## src/rtl/uart_rx_if.sv

```systemverilog
// uart_rx_if: serial line in, received byte and status pulses out.
// Optional parity_error signal exists only when UART_PARITY_EN is defined.
`default_nettype none

interface uart_rx_if;
  logic       uart_rx;
  logic [7:0] uart_data;
  logic       uart_data_valid;
  logic       frame_error;
`ifdef UART_PARITY_EN
  logic       parity_error;
`endif

  // master: line driver / byte consumer
  modport master (
    output uart_rx,
    input  uart_data, uart_data_valid, frame_error
`ifdef UART_PARITY_EN
    , input parity_error
`endif
  );

  // slave: the receiver itself
  modport slave (
    input  uart_rx,
    output uart_data, uart_data_valid, frame_error
`ifdef UART_PARITY_EN
    , output parity_error
`endif
  );
endinterface

`default_nettype wire

```

## src/rtl/uart_rx.sv

```systemverilog
// uart_rx: oversampling UART receiver with start/stop validation and framing errors.
// Define UART_PARITY_EN to add an even-parity bit, the PARITY state and parity_error.
`default_nettype none

module uart_rx #(
  parameter int CLK_FREQ  = 50000000,
  parameter int BAUD_RATE = 115200,
  parameter int DATA_BITS = 8
) (
  input  logic      clk,
  input  logic      reset,
  uart_rx_if.slave  bus
);
  localparam int CPB  = CLK_FREQ / BAUD_RATE;
  localparam int HALF = CPB / 2;
  localparam int CW   = $clog2(CPB);

  localparam logic [CW-1:0] HALF_LAST = CW'(HALF - 1);
  localparam logic [CW-1:0] BIT_LAST  = CW'(CPB - 1);
  localparam logic [2:0]    LAST_BIT  = 3'(DATA_BITS - 1);

  generate
    if (CPB < 4) begin : g_bad_cpb
      $error("uart_rx: CLK_FREQ/BAUD_RATE must be at least 4");
    end
    if (DATA_BITS < 5 || DATA_BITS > 8) begin : g_bad_data_bits
      $error("uart_rx: DATA_BITS must be in 5..8");
    end
  endgenerate

  localparam logic [2:0] S_IDLE   = 3'd0;
  localparam logic [2:0] S_START  = 3'd1;
  localparam logic [2:0] S_DATA   = 3'd2;
`ifdef UART_PARITY_EN
  localparam logic [2:0] S_PARITY = 3'd3;
`endif
  localparam logic [2:0] S_STOP   = 3'd4;
  localparam logic [2:0] S_BREAK  = 3'd5;

  logic                 rx_meta, rx_s;
  logic [2:0]           state, state_nx;
  logic [CW-1:0]        baud_cnt;
  logic [2:0]           bit_cnt;
  logic [DATA_BITS-1:0] shift_reg;
  logic [7:0]           data_q;
  logic                 valid_q, ferr_q;
  logic                 half_tick, bit_tick, last_bit, stop_sample;
  logic                 cnt_run, bit_clr, shift_en, deliver, framing;
`ifdef UART_PARITY_EN
  logic                 par_bit, par_sample, par_fail, perr_q;
`endif

  assign half_tick   = (baud_cnt == HALF_LAST);
  assign bit_tick    = (baud_cnt == BIT_LAST);
  assign last_bit    = (bit_cnt == LAST_BIT);
  assign stop_sample = (state == S_STOP) && bit_tick;

  // Two-flop synchroniser; idle-high reset keeps a false start from appearing.
  always_ff @(posedge clk or posedge reset) begin
    if (reset) begin
      rx_meta <= 1'b1;
      rx_s    <= 1'b1;
    end else begin
      rx_meta <= bus.uart_rx;
      rx_s    <= rx_meta;
    end
  end

  always_ff @(posedge clk or posedge reset) begin
    if (reset) state <= S_IDLE;
    else       state <= state_nx;
  end

  always_comb begin
    state_nx = state;
    case (state)
      S_IDLE:   if (!rx_s) state_nx = S_START;
      S_START:  if (half_tick) state_nx = rx_s ? S_IDLE : S_DATA;
`ifdef UART_PARITY_EN
      S_DATA:   if (bit_tick && last_bit) state_nx = S_PARITY;
      S_PARITY: if (bit_tick) state_nx = S_STOP;
`else
      S_DATA:   if (bit_tick && last_bit) state_nx = S_STOP;
`endif
      // Leaving at mid-stop leaves half a bit to catch a back-to-back start edge.
      S_STOP:   if (bit_tick) state_nx = rx_s ? S_IDLE : S_BREAK;
      S_BREAK:  if (rx_s) state_nx = S_IDLE;
      default:  state_nx = S_IDLE;
    endcase
  end

  always_comb begin
    cnt_run  = 1'b0;
    bit_clr  = 1'b0;
    shift_en = 1'b0;
`ifdef UART_PARITY_EN
    par_sample = 1'b0;
`endif
    case (state)
      S_IDLE:   bit_clr = 1'b1;
      S_START:  begin cnt_run = !half_tick; bit_clr = 1'b1; end
      S_DATA:   begin cnt_run = !bit_tick; shift_en = bit_tick; end
`ifdef UART_PARITY_EN
      S_PARITY: begin cnt_run = !bit_tick; par_sample = bit_tick; end
`endif
      S_STOP:   cnt_run = !bit_tick;
      default:  ;
    endcase
    framing = stop_sample && !rx_s;
`ifdef UART_PARITY_EN
    deliver  = stop_sample && rx_s && !(^shift_reg ^ par_bit);
    par_fail = stop_sample && rx_s &&  (^shift_reg ^ par_bit);
`else
    deliver  = stop_sample && rx_s;
`endif
  end

  always_ff @(posedge clk or posedge reset) begin
    if (reset) begin
      baud_cnt  <= '0;
      bit_cnt   <= '0;
      shift_reg <= '0;
      data_q    <= '0;
      valid_q   <= 1'b0;
      ferr_q    <= 1'b0;
    end else begin
      baud_cnt <= cnt_run ? baud_cnt + 1'b1 : '0;
      if (bit_clr)       bit_cnt <= '0;
      else if (shift_en) bit_cnt <= bit_cnt + 1'b1;
      if (shift_en) shift_reg <= {rx_s, shift_reg[DATA_BITS-1:1]};
      if (deliver)  data_q <= 8'(shift_reg);
      valid_q <= deliver;
      ferr_q  <= framing;
    end
  end

`ifdef UART_PARITY_EN
  always_ff @(posedge clk or posedge reset) begin
    if (reset) begin
      par_bit <= 1'b0;
      perr_q  <= 1'b0;
    end else begin
      if (par_sample) par_bit <= rx_s;
      perr_q <= par_fail;
    end
  end
  assign bus.parity_error = perr_q;
`endif

  assign bus.uart_data       = data_q;
  assign bus.uart_data_valid = valid_q;
  assign bus.frame_error     = ferr_q;
endmodule

`default_nettype wire

```

## src/flat_wrapper.sv

```systemverilog
// flat-port wrapper written by rule: the top's interface ports become plain ports
module uart_rx_flat 
#(
  parameter int CLK_FREQ  = 50000000,
  parameter int BAUD_RATE = 115200,
  parameter int DATA_BITS = 8
)
  (clk, reset, bus_uart_rx, bus_uart_data, bus_uart_data_valid, bus_frame_error);
  uart_rx_if bus_i ();
  input  logic clk;
  input  logic reset;
  input wire logic [$bits(bus_i.uart_rx)-1:0] bus_uart_rx;
  output wire logic [$bits(bus_i.uart_data)-1:0] bus_uart_data;
  output wire logic [$bits(bus_i.uart_data_valid)-1:0] bus_uart_data_valid;
  output wire logic [$bits(bus_i.frame_error)-1:0] bus_frame_error;
  assign bus_i.uart_rx = bus_uart_rx;
  assign bus_uart_data = bus_i.uart_data;
  assign bus_uart_data_valid = bus_i.uart_data_valid;
  assign bus_frame_error = bus_i.frame_error;
  uart_rx #(.CLK_FREQ(CLK_FREQ), .BAUD_RATE(BAUD_RATE), .DATA_BITS(DATA_BITS)) u_core (.clk(clk), .reset(reset), .bus(bus_i));
endmodule
```

## config.mk

```make
export PLATFORM = sky130hd
export DESIGN_NAME = uart_rx_flat
export DESIGN_NICKNAME = d
export VERILOG_FILES = /design/src/rtl/uart_rx_if.sv /design/src/rtl/uart_rx.sv /design/src/flat_wrapper.sv
export SDC_FILE = /design/constraint.sdc
export NUM_CORES = 1
export LEC_CHECK = 0
export ABC_CLOCK_PERIOD_IN_PS = 1600
export BUFFER_PORTS_ARGS = -buffer_cell sky130_fd_sc_hd__clkbuf_2
export CORE_MARGIN = 2
export CORE_UTILIZATION = 45
export DETAILED_ROUTE_END_ITERATION = 12
export PLACE_DENSITY = 0.63
export SETUP_SLACK_MARGIN = 0.1
export SLEW_MARGIN = 5
export SYNTH_ARGS = -nofsm -noshare
export SYNTH_HDL_FRONTEND = slang
export SYNTH_SLANG_ARGS = --single-unit
```

## constraint.sdc

```tcl
create_clock -name clk -period 1.6 [get_ports clk]
set_input_delay 0.08 -clock clk [delete_from_list [all_inputs] [get_ports clk]]
set_output_delay 0.08 -clock clk [all_outputs]
set_load 0.01 [all_outputs]
```

==> summary.md, run 1 <==
| Metric | Value |
|---|---|
| Largest net degree at the start of global routing | `36` |
| Core Util, Final | `60.70%` |
| Synth area leader | `dfrtp_1` |
| Layout Cells excl Fill | `208` |
| Largest register FFs | `9` |
| Worst Skew | `17.23 ps` |
| Final Slew Violations | `0` |
| WL per Instance | `14.98 um` |
| Num CTS Buffers | `5` |
| WL final | `3116 um` |
| All-Layer GR Usage | `16.64%` |
| Grt ovf | `0` |
| Via count | `1115` |
| # IOs | `13` |
| Crit Path Max Fanout | `5` |
| Max stage delay on crit path | `460 ps` |
| Placed cell count | `194` |
| Failing checks | `setup timing` |
| Unrepaired setup endpoints after global routing | `yes` |
| Slew headroom | `70.22%` |
| TNS Setup | `-226.0 ps` |
| R2R depth | `6` |
| Yosys top cell area share | `50.34%` |
| Post-route DRC | `0` |
| Pre-antenna DRT Iters | `4` |
| Root Buffer Master | `clkbuf_4` |
| Sequential cell area fraction in the yosys report | `53.55%` |
| Clk Latency, worst-skew pair | `350 ps` |
| Most common cell after layout, fill and taps aside | `dfrtp_1` |
| Power share of the combinational group | `1.6%` |
| Max Freq | `608.0 MHz` |
| Final Hold Viols | `0` |
| Min-Delay Path Class | `in2async` |
| Remaining antenna violation count after routing | `0` |
| Setup ws final | `-44.84 ps` |
| Worst-Margin Slew | `444.8 ps` |
| CP Capture Type | `register` |
| Yosys reg bits | `35` |
| Sw Share | `21.56%` |
| Clock power share | `41.2%` |
| Dpl hpwl | `2022 um` |
| First-pass GRT wire length | `5119 um` |
| Worst path required time | `1820 ps` |
| Layout cells sized above 1 | `46.91%` |
| Sink Count | `35` |
| Die H | `64.38 um` |
| Port Buffers | `12` |
| Pleak | `1.031 nW` |
| PwrDens | `753.0 mW/mm2` |
| VDD IR max | `0.3232 mV` |
| Vias in the first global route | `1113` |
| Crit Path Category | `reg2reg` |
| Ys Warns | `0` |
| Row cnt | `21` |
| Startpoint Class | `register` |
| Post-Syn Instances | `124` |
| Vias/cell | `5.361` |
| RePlAce Congestion | `0.7914` |
| Syn Std Cell Area | `0.001640 mm2` |
| Switching power | `0.3367 mW` |
| CP max stage cell | `or4b_4` |
| Period utilisation layout | `102.8%` |
| Endpoints failing setup | `15` |
| Max cap viols | `0` |
| CORE AREA | `0.003416 mm2` |
| R2R setup slack | `-40 ps` |
| Internal | `1.225 mW` |
| Mapped Avg Cell Area | `13.23 um2` |
| Pwr Total | `1.561 mW` |
| Syn nets | `132` |
| CTS tree | `done` |
| Max Root-Sink Buffers | `2` |
| Die width | `64.38 um` |
| Die ar. | `0.004144 mm2` |
| Nets | `169` |
| Top post-synthesis cells by area | `dfrtp_1, mux2_4, mux2_2` |
| Outcome | `complete, but fails checks` |
| Worst EP arrival | `1870 ps` |
| Seq pwr share | `57.2%` |
| Syn-to-layout area delta | `26.39%` |
| Most frequent cells in the layout | `dfrtp_1, buf_4, clkbuf_2` |
| Fin crit period | `1645 ps` |
| Number of H-tree levels | `2` |
| Initial Utilization | `48.02%` |
| FF-to-FF Start | `u_core.baud_cnt[1]` |
| Clk slew on worst S/H paths | `120 ps` |
| Drt initial violations | `60` |
| Initial antenna violation count | `0` |
| Yosys cell types | `40` |
| Ant diodes | `0` |
| Reg2reg end | `u_core.baud_cnt[8]` |
| Crit path cell chain | `inv_2 -> ha_4 -> or4b_4 -> o211ai_4 -> buf_6 -> a22oi_2` |
| Pre-CTS WS | `-37.34 ps` |
[power groups by stage]
| stage | Sequential (mW) | Clock, mW | Combinational, mW |
|---|---|---|---|
| 6_report | 0.893 | 0.643 | 0.0251 |
| 5_1_grt | 0.894 | 0.704 | 0.0296 |
| 4_1_cts | 0.892 | 0.660 | 0.0264 |
| 3_5_place_dp | 0.909 | 0 | 0.0228 |
| 3_3_place_gp | 0.909 | 0 | 0.0229 |
| 2_1_floorplan | 0.908 | 0 | 0.0138 |
[worst max-delay path by stage]
| stage | cells past startpoint | end | slack (ps) | from |
|---|---|---|---|---|
| after detailed placement | 6 | u_core.baud_cnt[8] | -40 | u_core.baud_cnt[0] |
| final | 6 | u_core.baud_cnt[8] | -40 | u_core.baud_cnt[1] |
| after global placement | 5 | u_core.shift_reg[6] | -9 | u_core.baud_cnt[1] |
| after global routing | 6 | u_core.baud_cnt[7] | -90 | u_core.baud_cnt[1] |
| after floorplan | 7 | u_core.shift_reg[0] | 30 | u_core.baud_cnt[1] |
| after CTS | 6 | u_core.baud_cnt[8] | -50 | u_core.baud_cnt[1] |
[logic make-up (layout without fill, tap and decap cells)]
group / after synthesis / count (layout) / synth area share, %
buffers and inverters: 12 / 48 / 4.043
multiplexers: 19 / 19 / 14.42
XOR/XNOR: 4 / 4 / 2.136
adder cells (fa/ha/maj): 5 / 5 / 3.814
AND/OR/NAND/NOR: 27 / 29 / 12.82
flip-flops: 35 / 35 / 53.55
AO/OA/AOI/OAI: 22 / 22 / 9.230
[area by class of cell]
class / count / area [um2]
well taps: 46 / 57.56
multi-input cells: 79 / 792.0
clock buffers: 5 / 37.54
clock inverters: 3 / 43.79
flip-flops and latches: 35 / 878.3
fillers: 284 / 1343
inverters: 7 / 26.28
repair buffers: 33 / 237.7
[metrics by stage]
| stage | area [um2] | hold slack, ps |
|---|---|---|
| after floorplan | 1662 | 84.48 |
| after global placement | 1859 | 168.2 |
| final | 2073 | 333.1 |
| after CTS | 2011 | 339.1 |
| after detailed placement | 1859 | 168.8 |
| after global routing | 2073 | 337.9 |
[critical path, delay by kind of cell (launching register included)]
| family | cells | cell delay, ps |
|---|---|---|
| fa+ha+maj | 1 | 110 |
| compound gates | 2 | 280 |
| buf+inv | 2 | 240 |
| flops | 1 | 420 |
| simple gates | 1 | 460 |
[timing repair]
item,4_1_cts,5_1_grt
buffers inserted,1,1
setup endpoints to repair,31,32
gates cloned,0,2
hold buffers,2,0
pin swaps,3,2
endpoints found under the hold margin,34,0
resized for setup,11,7
[synth_stat cells]
master	number
xor2_1	3
nand4b_1	1
xnor2_1	1
o41ai_1	1
nor3b_2	2
nor3b_1	2
a22oi_1	4
nand3_2	1
ha_1	5
buf_2	2
a211o_1	1
nand4_1	1
mux2_2	9
mux2i_1	3
or4b_1	1
buf_4	1
o31ai_1	1
and4bb_2	1
or4_1	1
a22o_1	1
dfrtp_1	33
nand4bb_1	1
a21oi_1	4
and4_1	1
o211a_1	1
nand3_1	4
or3_1	3
inv_1	7
o211ai_2	1
a21boi_1	1
o211ai_1	1
nand2_1	3
o21ai_0	6
nor4_1	1
nand4_4	1
dfstp_2	2
mux2_4	7
and4b_1	1
nor2_1	2
buf_6	2
[layer usage]
| metal | routed length [um] | global-route usage, % | vias up | part of all wire [%] |
|---|---|---|---|---|
| li1 | - | - | 535 | - |
| met1 | 1369 | 19.13 | 561 | 44 |
| met2 | 1583 | 27.60 | 13 | 51 |
| met3 | 96 | 5.810 | 6 | 3.1 |
| met4 | 67 | 7.979 | 0 | 2.2 |
| met5 | 0 | 0 | - | 0 |
Power figures use the tool's default switching activity.
==> inputs of run 2 (changes only) <==
REMOVE_ABC_BUFFERS = 1   (was unset)
==> run 2 against run 1 <==
  * The flow still finishes with violations (setup timing)
  * Maximum frequency grew 0.61%
  * Design area grew 0.24%
  * Die area is the same
  * First-iteration DRC count shrank 6.7%
  * Combinational power grew 17%
  * Critical path depth is the same
  * Routed wire length grew 2.0%
  * Flip-flop and latch count is the same
  * Core utilization grew 0.15 points
==> summary.md, run 2 (synthesis gave the netlist of run 1 again) <==
| Metric | Value |
|---|---|
| Outcome | `complete, but fails checks (unchanged)` |
| Failing checks | `setup timing (unchanged)` |
| Pre-antenna DRT Iters | `4 (unchanged)` |
| Port Buffers | `12 (unchanged)` |
| Grt ovf | `0 (unchanged)` |
| Largest register FFs | `9 (unchanged)` |
| Most frequent cells in the layout | `dfrtp_1, buf_4, clkbuf_2 (unchanged)` |
| Vias in the first global route | `1135 (was 1113)` |
| CORE AREA | `0.003416 mm2 (unchanged)` |
| Post-route DRC | `0 (unchanged)` |
| Unrepaired setup endpoints after global routing | `yes (unchanged)` |
| Final Hold Viols | `0 (unchanged)` |
| Layout Cells excl Fill | `208 (unchanged)` |
| Row cnt | `21 (unchanged)` |
| Dpl hpwl | `2075 um (was 2022 um)` |
| Worst-Margin Slew | `544.3 ps (was 444.8 ps)` |
| Crit Path Max Fanout | `5 (unchanged)` |
| Syn-to-layout area delta | `26.70% (was 26.39%)` |
| Max stage delay on crit path | `410 ps (was 460 ps)` |
| VDD IR max | `0.7170 mV (was 0.3232 mV)` |
| Max Root-Sink Buffers | `2 (unchanged)` |
| Setup ws final | `-34.92 ps (was -44.84 ps)` |
| Internal | `1.228 mW (was 1.225 mW)` |
| Min-Delay Path Class | `in2async (unchanged)` |
| PwrDens | `758.9 mW/mm2 (was 753.0 mW/mm2)` |
| Seq pwr share | `56.7% (was 57.2%)` |
| Max cap viols | `0 (unchanged)` |
| Nets | `169 (unchanged)` |
| Die H | `64.38 um (unchanged)` |
| Slew headroom | `63.67% (was 70.22%)` |
| Period utilisation layout | `102.2% (was 102.8%)` |
| Switching power | `0.3489 mW (was 0.3367 mW)` |
| Number of H-tree levels | `2 (unchanged)` |
| WL final | `3178 um (was 3116 um)` |
| Placed cell count | `193 (was 194)` |
| Sink Count | `35 (unchanged)` |
| Most common cell after layout, fill and taps aside | `dfrtp_1 (unchanged)` |
| Initial antenna violation count | `0 (unchanged)` |
| CP Capture Type | `register (unchanged)` |
| Crit path cell chain | `inv_2 -> ha_2 -> and4b_2 -> buf_6 -> nand4_4 -> mux2_4 (was inv_2 -> ha_4 -> or4b_4 -> o211ai_4 -> buf_6 -> a22oi_2)` |
| Die width | `64.38 um (unchanged)` |
| All-Layer GR Usage | `18.16% (was 16.64%)` |
| RePlAce Congestion | `0.8544 (was 0.7914)` |
| Layout cells sized above 1 | `46.30% (was 46.91%)` |
| Power share of the combinational group | `1.9% (was 1.6%)` |
| Worst path required time | `1850 ps (was 1820 ps)` |
| Max Freq | `611.7 MHz (was 608.0 MHz)` |
| Num CTS Buffers | `5 (unchanged)` |
| Die ar. | `0.004144 mm2 (unchanged)` |
| Pwr Total | `1.577 mW (was 1.561 mW)` |
| Worst Skew | `6.256 ps (was 17.23 ps)` |
| Initial Utilization | `48.02% (unchanged)` |
| Clk slew on worst S/H paths | `120 ps (about the same)` |
| Final Slew Violations | `0 (unchanged)` |
| Vias/cell | `5.332 (was 5.361)` |
| WL per Instance | `15.28 um (was 14.98 um)` |
| Remaining antenna violation count after routing | `0 (unchanged)` |
| Clock power share | `41.5% (was 41.2%)` |
| Ant diodes | `0 (unchanged)` |
| First-pass GRT wire length | `5651 um (was 5119 um)` |
| Pleak | `1.053 nW (was 1.031 nW)` |
| Root Buffer Master | `clkbuf_4 (unchanged)` |
| Via count | `1109 (was 1115)` |
| Largest net degree at the start of global routing | `24 (was 36)` |
| Endpoints failing setup | `11 (was 15)` |
| Startpoint Class | `register (unchanged)` |
| Fin crit period | `1635 ps (was 1645 ps)` |
| Crit Path Category | `reg2reg (unchanged)` |
| Sw Share | `22.12% (was 21.56%)` |
| Clk Latency, worst-skew pair | `350 ps (about the same)` |
| Drt initial violations | `56 (was 60)` |
| CP max stage cell | `dfrtp_1 (was or4b_4)` |
| Worst EP arrival | `1880 ps (was 1870 ps)` |
| CTS tree | `done (unchanged)` |
| # IOs | `13 (unchanged)` |
run 2: cell types whose count changed in the layout (fill, tap and decap cells not counted), moves of 2 or more:
cell	previous run	this run
mux2_2	9	6
mux2_4	7	10
a22oi_1	2	0
a22oi_2	2	4
buf_12	0	2
buf_6	4	2
nand3_4	2	0
run 2: critical path, delay by kind of cell, from the launching register on:
kind | cells | cell delay, ps
and+or+nand+nor | 2 | 430
DFF | 1 | 410
muxes | 1 | 340
buffers and inverters | 2 | 200
adders and majority gates | 1 | 160
run 2: routing by layer:
| metal | vias up | track usage, % | share of wire [%] |
|---|---|---|---|
| li1 | 533 | - | - |
| met1 | 552 | 23.79 | 46 |
| met2 | 19 | 29.17 | 49 |
| met3 | 5 | 5.282 | 3.7 |
| met4 | 0 | 5.585 | 1.4 |
| met5 | - | 0 | 0 |
run 2: timing repair:
item,CTS,global route
gates cloned,1,0
resized for setup,16,1
endpoints found under the setup margin,27,30
buffers inserted,1,3
hold buffers,2,0
endpoints found under the hold margin,11,0
run 2: final timing paths:
check,start,to,cells after the start,slack (ps)
min in group clk,u_core.rx_meta,u_core.rx_s,0,360
worst max register to register,u_core.baud_cnt[1],u_core.bus.uart_data[7],6,-30
worst min register to register,u_core.rx_meta,u_core.rx_s,0,360
worst min-delay path,reset,u_core.state[2],3,280
worst max-delay path,u_core.baud_cnt[1],u_core.bus.uart_data[7],6,-30
max in group asynchronous,reset,u_core.baud_cnt[5],4,810
run 2: per-stage QoR:
step                setup WS, ps  cell area [um2]  setup TNS, ps  hold slack (ps)  util (%)
detailed placement        -57.71             1863         -467.8            123.7     54.54
global route              -102.2             2078          -1843            329.2     60.84
finish                    -34.92             2078         -164.4            284.2     60.84
global placement         -0.1549             1863        -0.1549            125.7     54.54
floorplan                 -91.84             1600         -824.0            84.48         -
CTS                       -23.18             2047         -76.61            289.2     59.93
run 2: layout make-up:
class                   instances  area, um2
multi-input cells              78      772.0
repair buffers                 34      262.8
fillers                       275       1338
inverters                       7      26.28
flip-flops and latches         35      878.3
well taps                      46      57.56
clock inverters                 3      43.79
clock buffers                   5      37.54
run 2: power by group through the flow:
stage / clock, mW / sequential, mW / combinational [mW]
floorplan: 0 / 0.908 / 0.0138
global placement: 0 / 0.909 / 0.0263
detailed placement: 0 / 0.909 / 0.0272
CTS: 0.662 / 0.893 / 0.0311
global route: 0.710 / 0.894 / 0.0345
finish: 0.654 / 0.894 / 0.0293
==> inputs of run 3 (changes only) <==
--- a/config.mk
+++ b/config.mk
@@ -6,4 +6,5 @@
 export NUM_CORES = 1
 export LEC_CHECK = 0
+export ABC_AREA = 1
 export ABC_CLOCK_PERIOD_IN_PS = 1600
 export BUFFER_PORTS_ARGS = -buffer_cell sky130_fd_sc_hd__clkbuf_2
==> constraint.sdc (replaced) <==
create_clock -name clk -period 1.6 [get_ports clk]
set_input_delay 0.32 -clock clk [delete_from_list [all_inputs] [get_ports clk]]
set_output_delay 0.32 -clock clk [all_outputs]
set_load 0.01 [all_outputs]
==> run 3 against run 2 <==
  * The flow now finishes without violations
  * Power shrank 11%
  * Clock-buffer cell count unchanged
  * Synthesized area down 1.5%
  * Critical path type unchanged
  * Largest cell class unchanged
==> summary.md, run 3 <==
| Metric | Value |
|---|---|
| Grt met3 use | `5.986% (was 5.282%)` |
| Post-synth EDFFs | `0 (unchanged)` |
| Most used cell, CP | `nand2_2` |
| Endpoints failing setup | `0 (was 11)` |
| Crit Path Category | `reg2reg (unchanged)` |
| Max Freq | `639.6 MHz (was 611.7 MHz)` |
| Ys flop type | `dfrtp_1 (unchanged)` |
| R2R setup slack | `40 ps (was -30 ps)` |
| FF-to-FF Start | `u_core.baud_cnt[1] (unchanged)` |
| All-Layer GR Usage | `16.82% (was 18.16%)` |
| Worst Skew | `7.545 ps (was 6.256 ps)` |
| Final Slew Violations | `0 (unchanged)` |
| CORE AREA | `0.003390 mm2 (was 0.003416 mm2)` |
| Yosys top cell area share | `51.12% (was 50.34%)` |
| Yosys cell types | `19 (was 40)` |
| First-pass GRT wire length | `5188 um (was 5651 um)` |
| Worst setup path start | `u_core.baud_cnt[1] (unchanged)` |
| Critical Path End | `u_core.bus.uart_data[2] (was u_core.bus.uart_data[7])` |
| Nets | `226 (was 169)` |
| Startpoint Class | `register (unchanged)` |
| Grt ovf | `0 (unchanged)` |
| CTS tree | `done (unchanged)` |
| Number of H-tree levels | `2 (unchanged)` |
| # fillers | `305 (was 275)` |
| Die H | `63.91 um (was 64.38 um)` |
| Die width | `63.91 um (was 64.38 um)` |
| Initial Utilization | `47.66% (was 48.02%)` |
| Root Buffer Master | `clkbuf_4 (unchanged)` |
| # IOs | `13 (unchanged)` |
| Largest net degree at the start of global routing | `36 (was 24)` |
| Layout Cells excl Fill | `265 (was 208)` |
| Max Root-Sink Buffers | `2 (unchanged)` |
| Met1 usage | `18.39% (was 23.79%)` |
| Pwr Total | `1.402 mW (was 1.577 mW)` |
| Pleak | `1.134 nW (was 1.053 nW)` |
| Dpl hpwl | `2108 um (was 2075 um)` |
| GR peak layer | `met2 (unchanged)` |
| Outcome | `finished, final reports clean (was complete, but fails checks)` |
| Remaining antenna violation count after routing | `0 (unchanged)` |
| Top post-synthesis cells by area | `dfrtp_1, nand2_1, inv_1 (was dfrtp_1, mux2_4, mux2_2)` |
| Pre-antenna DRT Iters | `4 (unchanged)` |
| Ant diodes | `0 (unchanged)` |
| Clk slew on worst S/H paths | `110 ps (was 120 ps)` |
| Vias in the first global route | `1238 (was 1135)` |
| Placed Area | `0.001753 mm2 (was 0.001863 mm2)` |
| CP max stage cell | `dfrtp_1 (unchanged)` |
| Reg2reg end | `u_core.bus.uart_data[2] (was u_core.bus.uart_data[7])` |
| WL final | `3237 um (was 3178 um)` |
| Final instance area | `0.002004 mm2 (was 0.002078 mm2)` |
| Most common cell after layout, fill and taps aside | `nand2_1 (was dfrtp_1)` |
| PwrDens | `699.6 mW/mm2 (was 758.9 mW/mm2)` |
| Crit path cell chain | `inv_2 -> ha_2 -> nand2_2 -> nor2_2 -> nand2_2 -> nor3_4 -> buf_12 -> clkbuf_16 -> nand2_2 -> o21ai_1 (was inv_2 -> ha_2 -> and4b_2 -> buf_6 -> nand4_4 -> mux2_4)` |
| RePlAce Congestion | `0.8961 (was 0.8544)` |
| Synth area leader | `dfrtp_1 (unchanged)` |
| CP Capture Type | `register (unchanged)` |
| Ys Warns | `0 (unchanged)` |
| Die ar. | `0.004084 mm2 (was 0.004144 mm2)` |
| Post-route DRC | `0 (unchanged)` |
| Drt initial violations | `123 (was 56)` |
| Crit Path Max Fanout | `8 (was 5)` |
| Post-Syn Instances | `192 (was 124)` |
| Most common cell in the netlist | `nand2_1 (was dfrtp_1)` |
| Met2 Use GR | `28.65% (was 29.17%)` |
| R2R depth | `10 (was 6)` |
| Max stage delay on crit path | `410 ps (about the same)` |
| Worst-Margin Slew | `427.4 ps (was 544.3 ps)` |
| Syn Std Cell Area | `0.001615 mm2 (was 0.001640 mm2)` |
| Sequential cell area fraction in the yosys report | `54.38% (was 53.55%)` |
| Worst EP arrival | `1850 ps (was 1880 ps)` |
| Yosys reg bits | `35 (unchanged)` |
| Hold Slack | `23.32 ps (was 284.2 ps)` |
| VDD IR max | `0.4559 mV (was 0.7170 mV)` |
| Period utilisation layout | `97.72% (was 102.2%)` |
| Initial antenna violation count | `0 (unchanged)` |
| Via count | `1271 (was 1109)` |
| Layout cells sized above 1 | `29.22% (was 46.30%)` |
| Port Buffers | `12 (unchanged)` |
| Max cap viols | `0 (unchanged)` |
| Row cnt | `21 (unchanged)` |
| Mapped Avg Cell Area | `8.413 um2 (was 13.23 um2)` |
| Largest register FFs | `9 (unchanged)` |
| Most frequent cells in the layout | `nand2_1, dfrtp_1, inv_1 (was dfrtp_1, buf_4, clkbuf_2)` |
| Slew headroom | `71.50% (was 63.67%)` |
| Vias/cell | `4.796 (was 5.332)` |
| Min-Delay Path Class | `in2async (unchanged)` |
| Fin crit period | `1564 ps (was 1635 ps)` |
| Ys async rst share | `100.0% (unchanged)` |
| Worst path required time | `1890 ps (was 1850 ps)` |
| Placed cell count | `252 (was 193)` |
| TNS Setup | `0 ps (was -164.4 ps)` |
| Commonest cells post-synth | `nand2_1, dfrtp_1, inv_1 (was dfrtp_1, mux2_2, inv_1, mux2_4, o21ai_0)` |
| Sink Count | `35 (unchanged)` |
| Clk Latency, worst-skew pair | `350 ps (about the same)` |
| Syn-to-layout area delta | `24.09% (was 26.70%)` |
| Final Hold Viols | `0 (unchanged)` |
| WL per Instance | `12.22 um (was 15.28 um)` |
| Unrepaired setup endpoints after global routing | `yes (unchanged)` |
| Num CTS Buffers | `5 (unchanged)` |
[run 3: worst max-delay path: cells and delay by family, from the launching register on]
family / cells / cell delay [ps]
AND/OR/NAND/NOR: 5 / 510
flip-flops: 1 / 410
adder cells (fa/ha/maj): 1 / 170
AO/OA/AOI/OAI: 1 / 70
buffers and inverters: 3 / 360
[run 3: layout make-up]
cell class | instances | area (um2) | share of cell area (%)
clock inverter | 3 | 20.02 | 0.9988
timing repair buffer | 21 | 195.2 | 9.738
inverter | 29 | 113.9 | 5.680
sequential | 35 | 878.3 | 43.82
tap | 46 | 57.56 | 2.871
clock buffer | 5 | 37.54 | 1.873
multi-input combinational | 126 | 701.9 | 35.02
[run 3: kinds of logic (layout without fill, tap and decap cells)]
| kind of cell | Yosys count | after routing | synth area share (%) |
|---|---|---|---|
| adders and majority gates | 5 | 5 | 3.873 |
| buffers and inverters | 31 | 58 | 8.133 |
| DFF | 35 | 35 | 54.38 |
| AOI/OAI and AO/OA | 20 | 20 | 7.049 |
| and+or+nand+nor | 101 | 101 | 26.57 |
[run 3: what timing repair did]
action	4_1_cts	5_1_grt
cloned	0	2
pin swaps	0	4
setup buffers	0	3
hold buffers	0	0
endpoints found under the setup margin	10	30
resized for setup	3	39
[run 3: worst min-delay path by stage]
stage | cells past startpoint | start | end | slack, ps
floorplan | 0 | bus_uart_rx | u_core.rx_meta | 320
global placement | 0 | u_core.rx_meta | u_core.rx_s | 350
detailed placement | 0 | u_core.rx_meta | u_core.rx_s | 350
CTS | 1 | bus_uart_rx | u_core.rx_meta | 30
global route | 1 | bus_uart_rx | u_core.rx_meta | 10
finish | 3 | reset | u_core.bus.uart_data_valid | 20
[run 3: per-layer routing]
layer  wire [um]  vias up
met4          71        0
li1            -      645
met5           0        -
met3         116        6
met1        1444      602
met2        1605       18
[run 3: stage by stage]
step	setup slack [ps]	util, %
after floorplan	131.5	-
after global placement	122.6	51.72
after detailed placement	60.95	51.72
after CTS	86.86	53.64
after global routing	-65.38	59.14
final	36.42	59.14
[run 3: report_power, final]
| group | switching (mW) | total, mW | internal (mW) |
|---|---|---|---|
| Clock | 0.321 | 0.488 | 0.168 |
| Sequential | 0.000984 | 0.890 | 0.889 |
| Combinational | 0.0199 | 0.0241 | 0.00416 |
| Total | 0.342 | 1.40 | 1.06 |
